File: src/rtl/signal_expander.sv
// Pulse stretcher: SIG_OUT follows SIG_IN and stays high EXTEND_LEN extra
// cycles after SIG_IN falls, using a saturating down-counter.
module signal_expander #(
  parameter int MAX_EXTEND_LEN_WIDTH = 5
) (
  input  logic                            CLK,
  input  logic                            RESETN,
  input  logic [MAX_EXTEND_LEN_WIDTH-1:0] EXTEND_LEN,
  input  logic                            SIG_IN,
  output logic                            SIG_OUT
);

  localparam int W = MAX_EXTEND_LEN_WIDTH;
  localparam logic [W-1:0] CNT_ZERO = W'(1'b0);
  localparam logic [W-1:0] CNT_ONE  = W'(1'b1);

  logic [W-1:0] cnt;
  logic [W-1:0] cnt_next;
  logic         out_next;

  // Next-state: a trigger reloads the window; otherwise count down to zero without wrapping.
  always_comb begin
    cnt_next = cnt;
    out_next = 1'b0;
    if (SIG_IN) begin
      cnt_next = EXTEND_LEN;
      out_next = 1'b1;
    end else if (cnt != CNT_ZERO) begin
      cnt_next = cnt - CNT_ONE;
      out_next = 1'b1;
    end else begin
      cnt_next = CNT_ZERO;
      out_next = 1'b0;
    end
  end

  // State and output registers; RESETN is active-high despite its name.
  always_ff @(posedge CLK or posedge RESETN) begin
    if (RESETN) begin
      cnt     <= CNT_ZERO;
      SIG_OUT <= 1'b0;
    end else begin
      cnt     <= cnt_next;
      SIG_OUT <= out_next;
    end
  end

endmodule

File: config.mk
export PLATFORM = sky130hd
export DESIGN_NAME = signal_expander
export DESIGN_NICKNAME = d
export VERILOG_FILES = /design/src/rtl/signal_expander.sv
export SDC_FILE = /design/constraint.sdc
export NUM_CORES = 1
export LEC_CHECK = 0
export ABC_AREA = 0
export BUFFER_PORTS_ARGS = -buffer_cell sky130_fd_sc_hd__buf_4
export CAP_MARGIN = 20
export CORE_AREA = 3 3 40 42
export CTS_CLUSTER_DIAMETER = 30
export DETAILED_ROUTE_END_ITERATION = 12
export DIE_AREA = 0 0 43 45
export SKIP_CTS_REPAIR_TIMING = 1
export SLEW_MARGIN = 15
export SYNTH_ARGS = -nofsm -noshare
export SYNTH_HDL_FRONTEND = slang
export SYNTH_SLANG_ARGS = --single-unit
File: constraint.sdc
create_clock -name CLK -period 3.6 [get_ports CLK]
set_input_delay 0.72 -clock CLK [delete_from_list [all_inputs] [get_ports CLK]]
set_output_delay 0.72 -clock CLK [all_outputs]
set_load 0.01 [all_outputs]
==> impl_metrics.tcl <==
set metrics [dict create \
    reg2reg_from "cnt[0]" \
    grt.overflow.total 0 \
    worstSetupStartpoint "SIG_OUT" \
    period_share 0.400 \
    core-area_mm2 0.00128 \
    clock_latency_ns 0.24 \
    root_buffer "clkbuf_4" \
    fin_setup_tns_ns 0 \
    vias_per_cell 4.13 \
    register_area_um2 150 \
    critPathMaxStageDelay_ns 0.35 \
    place.gp.congestion 0.717 \
    fin_worst_skew_ns 0.00371 \
    relSlewSlack 0.822 \
    reg2reg_to "cnt[3]" \
    ys_ff_latch 6 \
    outcome "finished, final reports clean" \
    vdd_drop_max_mv 0.172 \
    wl_um 520 \
    drv_slew 0 \
    wire_per_inst_um 9.63 \
    grt_pass1_wl_um 945 \
    io_pins 9 \
    period_needed_ns 1.44 \
    nNetsFinal 50 \
    drtIter0Drc 0 \
    maxCapViolations 0 \
    track_usage 0.0645 \
    dr.pass1.iters 1 \
    leakage_nw 0.180 \
    worst_ep_required_time_ns 2.88 \
    critPathMaxFanout 1 \
    cts_buffer_depth 2 \
    insertedDiodeCount 0 \
    netlist_instances 28 \
    grt_pass1_vias 236 \
    area_delta_synth_final_pct 34.2 \
    via_count 223 \
    ys_warn_count 0 \
    port_buffers 8 \
    drc 0 \
    dieWidth_um 43 \
    crit_buf_inv 1 \
    fill_cells 138 \
    drive_gt1_frac 0.436 \
    crit_end "SIG_OUT" \
    cp-start-kind "register" \
    fp.dieH_um 45 \
    cp.depth 1 \
    hold_violations 0 \
    grt_max_degree 9 \
    antenna_found_initial 0 \
    start_util 0.231 \
    synth.avg_cell_area_um2 10.6 \
    power_density_mw_per_mm2 474 \
    instances_no_fill 54 \
    clk_pin_slew_ns 0.05 \
    arrival_ns 0.72 \
    ys_types 11 \
    rows 13 \
    h-tree-depth 1 \
    worstMarginPinSlew_ns 0.266 \
    hp-class "primary input to async pin" \
    ys_seq_area_frac 0.506 \
    worst_path_max_delay_cell "dfrtp_1" \
    path_cells "buf_4" \
    cts_tree "yes" \
    die-area_mm2 0.00194 \
    synth.cell_area_um2 297 \
    place_inst 51 \
    max_freq_ghz 0.695 \
    syn_nets 37 \
    setup_viol 0 \
    final_antenna_net_count 0 \
    reg2regPathDepth 5 \
    power.total_mw 0.188 \
    multiInputGateArea_um2 135 \
    cts.sinks 6 \
    rsz0062_at_grt "false" \
    cts_buffers 3 \
    r2r_slack_ns 2.27 \
    crit_family "flip-flops" \
    worstSetupPathType "register to primary output" \
    end_kind "primary output" \
]
layer usage:
metal,part of all wire,GRT usage,up-vias
li1,-,-,114
met1,0.51,0.0860,103
met2,0.43,0.0958,6
met3,0.065,0.0279,0
met4,0,0.0181,0
met5,0,0,-
area by class of cell:
class | count | area share
Timing Repair Buffer | 8 | 0.151
Tap cell | 15 | 0.0472
Sequential cell | 6 | 0.377
Multi-Input combinational cell | 19 | 0.340
Clock buffer | 3 | 0.0566
Inverter | 3 | 0.0283
through the flow:
step                 util  instance area, um2  hold WS, ns  setup slack, ns
floorplan               -                 297        0.457             2.37
global placement    0.292                 375        0.499             2.25
detailed placement  0.292                 375        0.494             2.26
CTS                 0.310                 398        0.404             2.15
global route        0.310                 398        0.411             2.12
finish              0.310                 398        0.397             2.16
registers in the layout, summed over array words and instances, names as in the netlist:
| name | count |
|---|---|
| SIG_OUT | 1 |
| cnt | 5 |
how the worst min path moves through the flow:
stage                    to  slack (ns)  cells after the start
finish               cnt[0]        0.40                      2
global route         cnt[0]        0.41                      2
CTS                  cnt[0]        0.40                      2
detailed placement   cnt[0]        0.49                      1
global placement    SIG_OUT        0.50                      2
floorplan            cnt[0]        0.46                      1
report_power, final:
group / switching, mW / total (mW) / internal [mW]
registers: 0.00868 / 0.0859 / 0.0772
logic: 0.0194 / 0.0429 / 0.0235
clock network: 0.0220 / 0.0596 / 0.0376
total: 0.0501 / 0.188 / 0.138
cells in the final DEF (no fill, tap or decap), drive strengths merged:
cell,instances
buf,8
dfrtp,6
o21ai,6
nand2,5
inv,3
clkbuf,3
xnor2,2
nand2b,2
nor4b,1
or2,1
nor3,1
ha,1
worst register-to-register path: stages, from the launching register on:
cell     delay, ns
dfrtp_1       0.40
inv_1         0.07
ha_1          0.20
nor4b_2       0.27
or2_4         0.21
o21ai_2       0.06
synthesized netlist by cell type:
cell type	count	share of area
dfrtp_1	6	0.51
ha_1	1	0.042
inv_1	3	0.038
nand2_1	5	0.063
nand2b_1	2	0.042
nor3_1	1	0.017
nor4b_2	1	0.051
o21ai_0	2	0.034
o21ai_2	4	0.12
or2_4	1	0.030
xnor2_1	2	0.059
cells by family after synthesis:
group / after synthesis / synth area share
simple gates: 10 / 0.203
compound gates: 6 / 0.152
flops: 6 / 0.506
buf+inv: 3 / 0.0380
xor+xnor: 2 / 0.0591
fa+ha+maj: 1 / 0.0422
Power figures use the tool's default switching activity.
